<file path="config.mk">
export PLATFORM = sky130hd
export DESIGN_NAME = muldiv_iter
export DESIGN_NICKNAME = d
export VERILOG_FILES = /design/src/rtl/muldiv_pkg.sv /design/src/rtl/muldiv_step.sv /design/src/rtl/muldiv_iter.sv
export SDC_FILE = /design/constraint.sdc
export NUM_CORES = 1
export LEC_CHECK = 0
export ABC_AREA = 0
export CORE_AREA = 2 2 187 134
export CTS_CLUSTER_SIZE = 40
export DETAILED_ROUTE_END_ITERATION = 6
export DIE_AREA = 0 0 189 136
export GPL_ROUTABILITY_DRIVEN = 0
export PLACE_DENSITY = 0.7
export SKIP_CTS_REPAIR_TIMING = 1
export SLEW_MARGIN = 20
export SYNTH_ARGS = -nofsm -noshare
export SYNTH_HDL_FRONTEND = slang
export SYNTH_HIERARCHICAL = 1
export SYNTH_SLANG_ARGS = --single-unit
</file>
<file path="constraint.sdc">
create_clock -name clk -period 7.6 [get_ports clk]
set_input_delay 1.9 -clock clk [delete_from_list [all_inputs] [get_ports clk]]
set_output_delay 1.9 -clock clk [all_outputs]
set_load 0.02 [all_outputs]
</file>
<file path="src/rtl/muldiv_pkg.sv">
`default_nettype none
// ============================================================================
//  Module   : muldiv_pkg
//  Brief    : Operation encodings and FSM state type for the iterative
//             multiply/divide unit.
//  Revision : 1.0 - initial release
// ============================================================================
package muldiv_pkg;

    localparam logic [1:0] OP_DIVU  = 2'b00;
    localparam logic [1:0] OP_DIV   = 2'b01;
    localparam logic [1:0] OP_MULTU = 2'b10;
    localparam logic [1:0] OP_MULT  = 2'b11;

    typedef enum logic [1:0] {
        IDLE = 2'd0,
        CALC = 2'd1,
        FIX  = 2'd2,
        DONE = 2'd3
    } stateT;

endpackage
`default_nettype wire

</file>
<file path="src/rtl/muldiv_step.sv">
`default_nettype none
// ============================================================================
//  Module   : muldiv_step
//  Brief    : One radix-2 iteration: restoring shift-subtract for divide,
//             shift-add for multiply (multiply path only with MULDIV_MUL_EN).
//  Revision : 1.0 - initial release
// ============================================================================
module muldiv_step #(
    parameter int W = 32
) (
`ifdef MULDIV_MUL_EN
    input  logic         isMul,
`endif
    input  logic [W-1:0] hi,
    input  logic [W-1:0] lo,
    input  logic [W-1:0] b,
    output logic [W-1:0] nextHi,
    output logic [W-1:0] nextLo
);

    logic [W:0] w_trial;
    logic [W:0] w_diff;
`ifdef MULDIV_MUL_EN
    logic [W:0] w_sum;
`endif

    always_comb begin
        // Divide: {hi,lo} holds {partial remainder, dividend bits / quotient}
        w_trial = {hi, lo[W-1]};
        w_diff  = w_trial - {1'b0, b};
        if (w_diff[W]) begin
            nextHi = w_trial[W-1:0];
            nextLo = {lo[W-2:0], 1'b0};
        end else begin
            nextHi = w_diff[W-1:0];
            nextLo = {lo[W-2:0], 1'b1};
        end
`ifdef MULDIV_MUL_EN
        // Multiply: lo holds the multiplier, consumed LSB first
        w_sum = {1'b0, hi} + (lo[0] ? {1'b0, b} : {(W+1){1'b0}});
        if (isMul) begin
            nextHi = w_sum[W:1];
            nextLo = {w_sum[0], lo[W-1:1]};
        end
`endif
    end

endmodule
`default_nettype wire

</file>
<file path="src/rtl/muldiv_iter.sv">
`default_nettype none
// ============================================================================
//  Module   : muldiv_iter
//  Brief    : Iterative W-bit multiply/divide unit with annul and divide-by-
//             zero flag. Define MULDIV_MUL_EN to include MULTU/MULT support.
//  Revision : 1.0 - initial release
// ============================================================================
module muldiv_iter
    import muldiv_pkg::*;
#(
    parameter int W = 32
) (
    input  logic           clk,
    input  logic           rst,
    input  logic           start,
    input  logic [1:0]     op,
    input  logic           annul,
    input  logic [W-1:0]   opa,
    input  logic [W-1:0]   opb,
    output logic           busy,
    output logic           ready,
    output logic           divz,
    output logic [2*W-1:0] result
);

    localparam int CNT_W = $clog2(W + 1);

    stateT              r_state;
    logic [CNT_W-1:0]   r_cnt;
    logic [W-1:0]       r_hi;
    logic [W-1:0]       r_lo;
    logic [W-1:0]       r_b;
    logic               r_negQ;
    logic               r_negR;
    logic               r_divzPend;
    logic               r_ready;
    logic               r_divz;
    logic [2*W-1:0]     r_result;
`ifdef MULDIV_MUL_EN
    logic               r_isMul;
`endif

    logic               w_launch;
    logic               w_negA;
    logic               w_negB;
    logic [W-1:0]       w_absA;
    logic [W-1:0]       w_absB;
    logic [W-1:0]       w_nextHi;
    logic [W-1:0]       w_nextLo;
    logic [W-1:0]       w_quot;
    logic [W-1:0]       w_rem;
    logic [2*W-1:0]     w_fixResult;

`ifdef MULDIV_MUL_EN
    assign w_launch = start & ~annul;
`else
    assign w_launch = start & ~annul & ~op[1];
`endif

    assign w_negA = op[0] & opa[W-1];
    assign w_negB = op[0] & opb[W-1];
    assign w_absA = w_negA ? -opa : opa;
    assign w_absB = w_negB ? -opb : opb;

    // Both ops use lo=|opa|, b=|opb|; multiplication is symmetric
    muldiv_step #(.W(W)) u_step (
`ifdef MULDIV_MUL_EN
        .isMul  (r_isMul),
`endif
        .hi     (r_hi),
        .lo     (r_lo),
        .b      (r_b),
        .nextHi (w_nextHi),
        .nextLo (w_nextLo)
    );

    // Divide-by-zero leaves quotient all ones and remainder |opa|, so the
    // remainder sign fix alone restores the raw dividend.
    always_comb begin
        w_quot      = r_divzPend ? {W{1'b1}} : (r_negQ ? -r_lo : r_lo);
        w_rem       = r_negR ? -r_hi : r_hi;
        w_fixResult = {w_rem, w_quot};
`ifdef MULDIV_MUL_EN
        if (r_isMul) begin
            w_fixResult = r_negQ ? -{r_hi, r_lo} : {r_hi, r_lo};
        end
`endif
    end

    always_ff @(posedge clk or posedge rst) begin
        if (rst) begin
            r_state    <= IDLE;
            r_cnt      <= '0;
            r_hi       <= '0;
            r_lo       <= '0;
            r_b        <= '0;
            r_negQ     <= 1'b0;
            r_negR     <= 1'b0;
            r_divzPend <= 1'b0;
            r_ready    <= 1'b0;
            r_divz     <= 1'b0;
            r_result   <= '0;
`ifdef MULDIV_MUL_EN
            r_isMul    <= 1'b0;
`endif
        end else begin
            r_ready <= 1'b0;
            case (r_state)
                IDLE: begin
                    if (w_launch) begin
                        r_hi       <= '0;
                        r_lo       <= w_absA;
                        r_b        <= w_absB;
                        r_negQ     <= w_negA ^ w_negB;
                        r_negR     <= w_negA;
                        r_divzPend <= ~op[1] & (opb == '0);
                        r_cnt      <= CNT_W'(W);
`ifdef MULDIV_MUL_EN
                        r_isMul    <= op[1];
`endif
                        r_state    <= CALC;
                    end
                end
                CALC: begin
                    if (annul) begin
                        r_state <= IDLE;
                    end else begin
                        r_hi  <= w_nextHi;
                        r_lo  <= w_nextLo;
                        r_cnt <= r_cnt - CNT_W'(1);
                        if (r_cnt == CNT_W'(1)) begin
                            r_state <= FIX;
                        end
                    end
                end
                FIX: begin
                    if (annul) begin
                        r_state <= IDLE;
                    end else begin
                        r_result <= w_fixResult;
                        r_divz   <= r_divzPend;
                        r_ready  <= 1'b1;
                        r_state  <= DONE;
                    end
                end
                DONE:    r_state <= IDLE;
                default: r_state <= IDLE;
            endcase
        end
    end

    assign busy   = (r_state != IDLE);
    assign ready  = r_ready;
    assign divz   = r_divz;
    assign result = r_result;

endmodule
`default_nettype wire

</file>
==> metrics.yaml, run 1 <==
die:
  fp.dieArea_um2: 25700
  design.core.area_um2: 24080
  io_pins: 137
  die_width_um: 189
  row_count: 48
  die_h_um: 136
  floorplan.initialDensity: 0.4910
worst_setup_path:
  critPathCaptureType: "register"
  start_kind: "input port"
  critPathTopFamily: "buffers and inverters"
  worst-setup-path-type: "in -> reg"
  path_depth: 7
  cpMaxStageDelayCell: "sky130_fd_sc_hd__buf_4"
  worst-endpoint-required_ps: 7920
  worst_r2r_path_depth: 15
  worst-path-buf-inv: 3
  crit_path_cell_trace: "clkdlybuf4s50_1, nor2_1, o21a_2, buf_4, nand2_2, buf_4, a22o_1"
  crit_path_max_incr_delay_ps: 510
  timing.critical_path.fanout_max: 64
  arrival_time_reported_for_the_critical_path_endpoint_ps: 4620
  critical-path-top-cell-by-count: "sky130_fd_sc_hd__buf_4"
layout:
  mostFrequentLayoutCell: "sky130_fd_sc_hd__nand2_1"
  antenna_cells: 0
  finalInstanceArea_um2: 13750
  layout_nets: 1565
  area_added_between_synthesis_and_finish_pct: 16.24
  fill_cells: 2179
  final_cell_mix: "194 x sky130_fd_sc_hd__nand2_1, 173 x sky130_fd_sc_hd__dfrtp_1, 138 x sky130_fd_sc_hd__o21ai_0"
  post_route_cells_drive_above_1_share: 0.06943
placement:
  port-buffer-count: 136
  place_area_um2: 13100
  post-dp-hpwl_um: 22630
  placement.setup.worst_slack_ps: 2873
clock_tree:
  tritoncts: "built"
  ctsRootBufferMaster: "sky130_fd_sc_hd__clkbuf_16"
  cts_inserted_buffers: 17
  number_of_sinks_handled_by_clock_tree_synthesis: 173
  path_clk_slew_ps: 70
  cts_max_level: 4
  clk_path_buf_depth: 2
  insertion_delay_ps: 430
logic_synthesis:
  synth_largest_area_cell: "sky130_fd_sc_hd__dfrtp_1"
  ys_types: 81
  yosysWarnings: 6
  synthesis.area_um2: 11830
  postSynth.asyncResetShare: 1.000
  synth.top_cell.area_share: 0.3661
  synth-edff-count: 0
  synth_fp_nets: 1504
  synth.top_cells.by_area: "sky130_fd_sc_hd__dfrtp_1 37%, sky130_fd_sc_hd__xor2_1 7.8%, sky130_fd_sc_hd__nand2_1 6.2%, sky130_fd_sc_hd__o21ai_0 5.8%, sky130_fd_sc_hd__ha_1 4.0%"
  synth_seq_area_share: 0.3661
  synth_ff_type: "sky130_fd_sc_hd__dfrtp_1"
  mean_instance_size_in_the_synthesized_netlist_um2: 8.477
  synth-seq-cells: 173
  mapped_cells: 1395
power_and_ir_drop:
  static-leakage-power_nw: 6.040
  comb_power_share: 0.605
  worst_ir_drop_vdd_v: 0.0002947
  switching_share: 0.4637
  total_switching_power_w: 0.003338
  power_density_nw_per_um2: 523.7
  power.internal_w: 0.003860
  share_clk_of_total_power: 0.134
  power.share.sequential: 0.261
routing:
  drtPass1Iterations: 5
  first_iter_violations: 1031
  postRouteWirelength_um: 31250
  routed_wire_length_per_instance_um: 17.42
  detail_route.drc_violations: 0
  route.antenna.remaining_nets: 0
  avgViaCountPerCell: 5.716
  dr_total_vias: 10260
global_route:
  antenna_found_initial: 0
  grt_first_pass_wirelength_um: 50990
  grt_pass1_vias: 9526
  grt_use_total: 0.2481
  grt_start_max_net_pins: 118
  grt_overflow_total: 0
timing:
  setup-violations-final: 0
  worst_slack_ps: 3297
  worst_slew_pin_slew_ps: 1097
  timing.setup.tns_ps: 0
  finalWorstPathRequiredPeriod_ps: 4303
  slew_viol_final: 0
  max_clock_freq_mhz: 232.4
  slew_headroom: 0.2686
  layout_worst_path_cycle_share: 0.5662
  unrepaired_setup_endpoints_after_global_routing: "false"
  timing.final.hold_violations: 0
  setup_skew_ps: 10.57
flow_run:
  cap_viol_max_count: 0
hold_path:
  min_delay_path_depth: 2
  hold_class: "reg -> reg"
outcome:
  outcome: "completed"
==> layout make-up <==
type | instances | area, µm² | share of cell area
clock buffers | 21 | 470.5 | 0.03423
clock inverters | 11 | 176.4 | 0.01283
inverters | 52 | 210.2 | 0.01529
multi-input cells | 1069 | 6739 | 0.4903
flip-flops and latches | 173 | 4329 | 0.3149
well taps | 325 | 406.6 | 0.02958
repair buffers | 143 | 1414 | 0.1029
==> power by group through the flow <==
stage               logic [W]  registers, W  clock network [W]
detailed placement    0.00428       0.00188                  0
finish                0.00435       0.00188           0.000966
CTS                   0.00431       0.00187           0.000977
global placement      0.00420       0.00186                  0
floorplan             0.00336       0.00189                  0
global route          0.00478       0.00195            0.00102
==> registers in the layout (all words and copies together), names as in the netlist <==
register    cells
divz            1
r_b            32
r_cnt           6
r_divzPend      1
r_hi           32
r_lo           32
r_negQ          1
r_negR          1
r_state         2
ready           1
result         64
==> synthesized netlist by cell type, types with 7 or more instances <==
library cell / count
sky130_fd_sc_hd__buf_4: 34
sky130_fd_sc_hd__nor2b_1: 7
sky130_fd_sc_hd__nor3_1: 18
sky130_fd_sc_hd__o21ai_1: 9
sky130_fd_sc_hd__xnor2_1: 43
sky130_fd_sc_hd__inv_1: 51
sky130_fd_sc_hd__o41ai_1: 12
sky130_fd_sc_hd__nor2_1: 95
sky130_fd_sc_hd__dfrtp_1: 173
sky130_fd_sc_hd__nand2_1: 195
sky130_fd_sc_hd__a21o_1: 17
sky130_fd_sc_hd__o21a_1: 8
sky130_fd_sc_hd__o31ai_1: 30
sky130_fd_sc_hd__clkbuf_1: 55
sky130_fd_sc_hd__mux2_4: 19
sky130_fd_sc_hd__or4_1: 13
sky130_fd_sc_hd__or3_1: 17
sky130_fd_sc_hd__nor4_1: 13
sky130_fd_sc_hd__and3_1: 9
sky130_fd_sc_hd__a31oi_1: 16
sky130_fd_sc_hd__o211ai_1: 7
sky130_fd_sc_hd__o21ai_0: 138
sky130_fd_sc_hd__nand3_1: 64
sky130_fd_sc_hd__ha_1: 38
sky130_fd_sc_hd__xor2_1: 105
sky130_fd_sc_hd__nand4_1: 8
sky130_fd_sc_hd__or2_2: 9
sky130_fd_sc_hd__a21oi_1: 91
==> tightest hold or removal path, cell delays in order, from the launching register on <==
cell and delay (ps):
sky130_fd_sc_hd__dfrtp_1 340, sky130_fd_sc_hd__nand2_1 40, sky130_fd_sc_hd__o21ai_0 60
==> routing by layer <==
metal,track usage,up-vias,wire (µm)
met5,0,-,0
met3,0.04104,18,2358
met4,0.04948,0,278
li1,-,4995,-
met2,0.3429,387,12370
met1,0.3999,4855,16240
==> logic make-up (layout without fill, tap and decap cells) <==
| group | Yosys count | in the layout | share of synthesized area |
|---|---|---|---|
| buffers and inverters | 153 | 227 | 0.06655 |
| XOR/XNOR | 148 | 148 | 0.1096 |
| adder cells (fa/ha/maj) | 39 | 39 | 0.04190 |
| flip-flops | 173 | 173 | 0.3661 |
| AND/OR/NAND/NOR | 490 | 490 | 0.1984 |
| multiplexers | 27 | 27 | 0.03238 |
| AO/OA/AOI/OAI | 365 | 365 | 0.1851 |
==> final timing paths <==
| check | from | to | slack (ps) |
|---|---|---|---|
| max | annul | r_divzPend$_DFFE_PP0P_ | 3300 |
| min | result[53]$_DFFE_PP0N_ | result[53]$_DFFE_PP0N_ | 480 |
| max reg2reg | r_lo[31]$_DFFE_PP0P_ | r_hi[8]$_DFFE_PP0P_ | 3800 |
| min reg2reg | result[53]$_DFFE_PP0N_ | result[53]$_DFFE_PP0N_ | 480 |
| max in group asynchronous | rst | r_hi[9]$_DFFE_PP0P_ | 4280 |
| min in group asynchronous | rst | divz$_DFFE_PP0N_ | 2030 |
==> through the flow <==
step / hold WS, ps / total power, W / utilization / std cells
floorplan: 445.9 / 0.005249 / - / 1395
global placement: 461.2 / 0.006061 / 0.5436 / 1762
detailed placement: 469.2 / 0.006162 / 0.5438 / 1762
CTS: 483.4 / 0.007152 / 0.5707 / 1794
global route: 507.2 / 0.007750 / 0.5708 / 1794
finish: 476.9 / 0.007198 / 0.5708 / 1794
Power figures use the tool's default switching activity.
==> inputs of run 2 (changes only) <==
--- a/config.mk
+++ b/config.mk
@@ -11,7 +11,7 @@
 export DETAILED_ROUTE_END_ITERATION = 6
 export DIE_AREA = 0 0 189 136
 export GPL_ROUTABILITY_DRIVEN = 0
-export PLACE_DENSITY = 0.7
+export PLACE_DENSITY = 0.73
 export SKIP_CTS_REPAIR_TIMING = 1
 export SLEW_MARGIN = 20
 export SYNTH_ARGS = -nofsm -noshare
==> constraint.sdc (replaced) <==
create_clock -name clk -period 3.67 [get_ports clk]
set_input_delay 0.9175 -clock clk [delete_from_list [all_inputs] [get_ports clk]]
set_output_delay 0.9175 -clock clk [all_outputs]
set_load 0.02 [all_outputs]
==> metrics.yaml, run 2 (synthesis gave the netlist of run 1 again) <==
outcome:
  outcome: "completed"
die:
  die_h_um: 136  # unchanged
  design.core.area_um2: 24080  # unchanged
  floorplan.initialDensity: 0.4910  # unchanged
  fp.dieArea_um2: 25700  # unchanged
  die_width_um: 189  # unchanged
  row_count: 48  # unchanged
  io_pins: 137  # unchanged
timing:
  setup_skew_ps: 12.55  # +1.982 ps
  finalWorstPathRequiredPeriod_ps: 3469
  worst_slew_pin_slew_ps: 1105  # +7.679 ps
  timing.final.hold_violations: 0  # unchanged
  slew_headroom: 0.2635  # -0.005119
  worst_slack_ps: 200.7  # -3096 ps
  setup-violations-final: 0  # unchanged
  slew_viol_final: 0  # unchanged
  unrepaired_setup_endpoints_after_global_routing: "false"
  layout_worst_path_cycle_share: 0.9453
  timing.setup.tns_ps: 0  # unchanged
  max_clock_freq_mhz: 288.2
worst_setup_path:
  crit_path_cell_trace: "inv_1, ha_1, fa_1, and2b_1, o2111ai_2, a21oi_2, o2111ai_1, a211oi_2, nor2_4, mux2i_4, and2_4, clkinv_8, mux2_4, nand3_1, nand2_1"
  crit_path_max_incr_delay_ps: 410  # -100 ps
  worst-path-buf-inv: 2  # -1
  worst_r2r_path_depth: 15  # unchanged
  worst-setup-path-type: "reg -> reg"
  critPathCaptureType: "register"
  startpoint: "r_lo[31]$_DFFE_PP0P_"
  critPathTopFamily: "compound AO/OA/AOI/OAI gates"
  cpMaxStageDelayCell: "sky130_fd_sc_hd__dfrtp_1"
  r2r_setup_slack_ps: 200  # -3600 ps
  worst-endpoint-required_ps: 3980  # -3940 ps
  worst_r2r_endpoint: "r_hi[10]$_DFFE_PP0P_"
  path_depth: 15  # +8
  r2r_start: "r_lo[31]$_DFFE_PP0P_"
  start_kind: "register"
  crit_end: "r_hi[10]$_DFFE_PP0P_"
  arrival_time_reported_for_the_critical_path_endpoint_ps: 3780  # -840 ps
  timing.critical_path.fanout_max: 24  # -63%
layout:
  area_added_between_synthesis_and_finish_pct: 18.63
  final_core_utilization: 0.5825  # +0.01174
  post_route_cells_drive_above_1_share: 0.09176  # +0.02232
  layout_nets: 1600  # +2.2%
  fill_cells: 2164  # -0.69%
  fin_cells: 1829  # +2.0%
  mostFrequentLayoutCell: "sky130_fd_sc_hd__nand2_1"
  number_of_flip_flops_under_the_largest_register_name: 64  # unchanged
  regArea_um2: 4329  # unchanged
  antenna_cells: 0  # unchanged
  final_cell_mix: "194 x sky130_fd_sc_hd__nand2_1, 173 x sky130_fd_sc_hd__dfrtp_1, 138 x sky130_fd_sc_hd__o21ai_0"
  multi_input_comb_area_um2: 6734  # about the same
clock_tree:
  tritoncts: "built"
  insertion_delay_ps: 430  # about the same
  cts_inserted_buffers: 17  # unchanged
  clk_path_buf_depth: 2  # unchanged
  ctsRootBufferMaster: "sky130_fd_sc_hd__clkbuf_16"
  cts_max_level: 4  # unchanged
  number_of_sinks_handled_by_clock_tree_synthesis: 173  # unchanged
  path_clk_slew_ps: 80  # about the same
placement:
  placement.setup.worst_slack_ps: 142.0  # -2731 ps
  placed_cells_incl_taps: 1796  # +1.9%
  post-dp-hpwl_um: 24010  # +6.1%
  port-buffer-count: 136  # unchanged
power_and_ir_drop:
  share_clk_of_total_power: 0.129  # -0.005
  power.share.sequential: 0.243  # -0.018
  power_density_nw_per_um2: 1097  # +110%
  finalPower_w: 0.01538  # +110%
  power.internal_w: 0.008082  # +110%
  switching_share: 0.4746  # +0.01093
  worst_ir_drop_vdd_v: 0.0006669  # +130%
  total_switching_power_w: 0.007301  # +120%
  static-leakage-power_nw: 6.221  # +3.0%
  comb_power_share: 0.628  # +0.023
global_route:
  grt_start_max_net_pins: 94  # -20%
  grt_pass1_vias: 9715  # +2.0%
  grt_overflow_total: 0  # unchanged
  antenna_found_initial: 1  # +1
  grt_first_pass_wirelength_um: 51960  # +1.9%
  grt_use_total: 0.2560  # +0.007888
routing:
  avgViaCountPerCell: 5.777  # +1.1%
  drtPass1Iterations: 6  # +1
  route.antenna.remaining_nets: 0  # unchanged
  dr_total_vias: 10570  # +3.0%
  detail_route.drc_violations: 0  # unchanged
  routed_wire_length_per_instance_um: 17.74  # +1.9%
  postRouteWirelength_um: 32450  # +3.8%
  first_iter_violations: 1250  # +21%
flow_run:
  cap_viol_max_count: 0  # unchanged
hold_path:
  hold_class: "reg -> reg"
[run 2: worst register-to-register path: cells and delay by family, from the launching register on]
kind            cells  cell delay (ps)
compound gates      4              830
fa+ha+maj           2              610
buf+inv             2              240
flops               1              410
mux                 2              520
simple gates        5              740
[run 2: metrics by stage]
stage | instance area, µm² | hold slack (ps)
3_3_place_gp | 13370 | 460.5
3_5_place_dp | 13370 | 470.5
4_1_cts | 14020 | 487.1
6_report | 14030 | 481.1
5_1_grt | 14030 | 494.9
2_1_floorplan | 11830 | 445.9
[run 2: worst min path at each step]
stage / end / from / depth (start not counted) / slack (ps)
final: result[53]$_DFFE_PP0N_ / result[53]$_DFFE_PP0N_ / 2 / 480
after global routing: r_b[18]$_DFFE_PP0P_ / r_b[18]$_DFFE_PP0P_ / 2 / 490
after CTS: r_b[16]$_DFFE_PP0P_ / r_b[16]$_DFFE_PP0P_ / 2 / 490
after detailed placement: r_b[11]$_DFFE_PP0P_ / r_b[11]$_DFFE_PP0P_ / 2 / 470
after global placement: r_b[31]$_DFFE_PP0P_ / r_b[31]$_DFFE_PP0P_ / 2 / 460
after floorplan: r_b[31]$_DFFE_PP0P_ / r_b[31]$_DFFE_PP0P_ / 2 / 450
[run 2: area by class of cell]
type	instances	share of cell area
Tap cell	325	0.02899
Timing Repair Buffer	178	0.1213
Clock buffer	17	0.03032
Sequential cell	173	0.3086
Multi-Input combinational cell	1069	0.4800
Clock inverter	15	0.01570
Inverter	52	0.01507
[run 2: layer usage]
metal  GRT usage  routed length (µm)  up-vias
met5           0                  13        -
met1      0.3965               15750     4988
met3     0.07976                3471       32
li1            -                   -     5072
met2      0.3470               12890      472
met4     0.04601                 324        2
[run 2: power groups by stage]
stage                     registers [W]  clock network [W]  logic (W)
after global placement          0.00369                  0    0.00926
after floorplan                 0.00392                  0    0.00695
final                           0.00374            0.00198    0.00966
after CTS                       0.00371            0.00200    0.00948
after global routing            0.00386            0.00208     0.0106
after detailed placement        0.00373                  0    0.00939
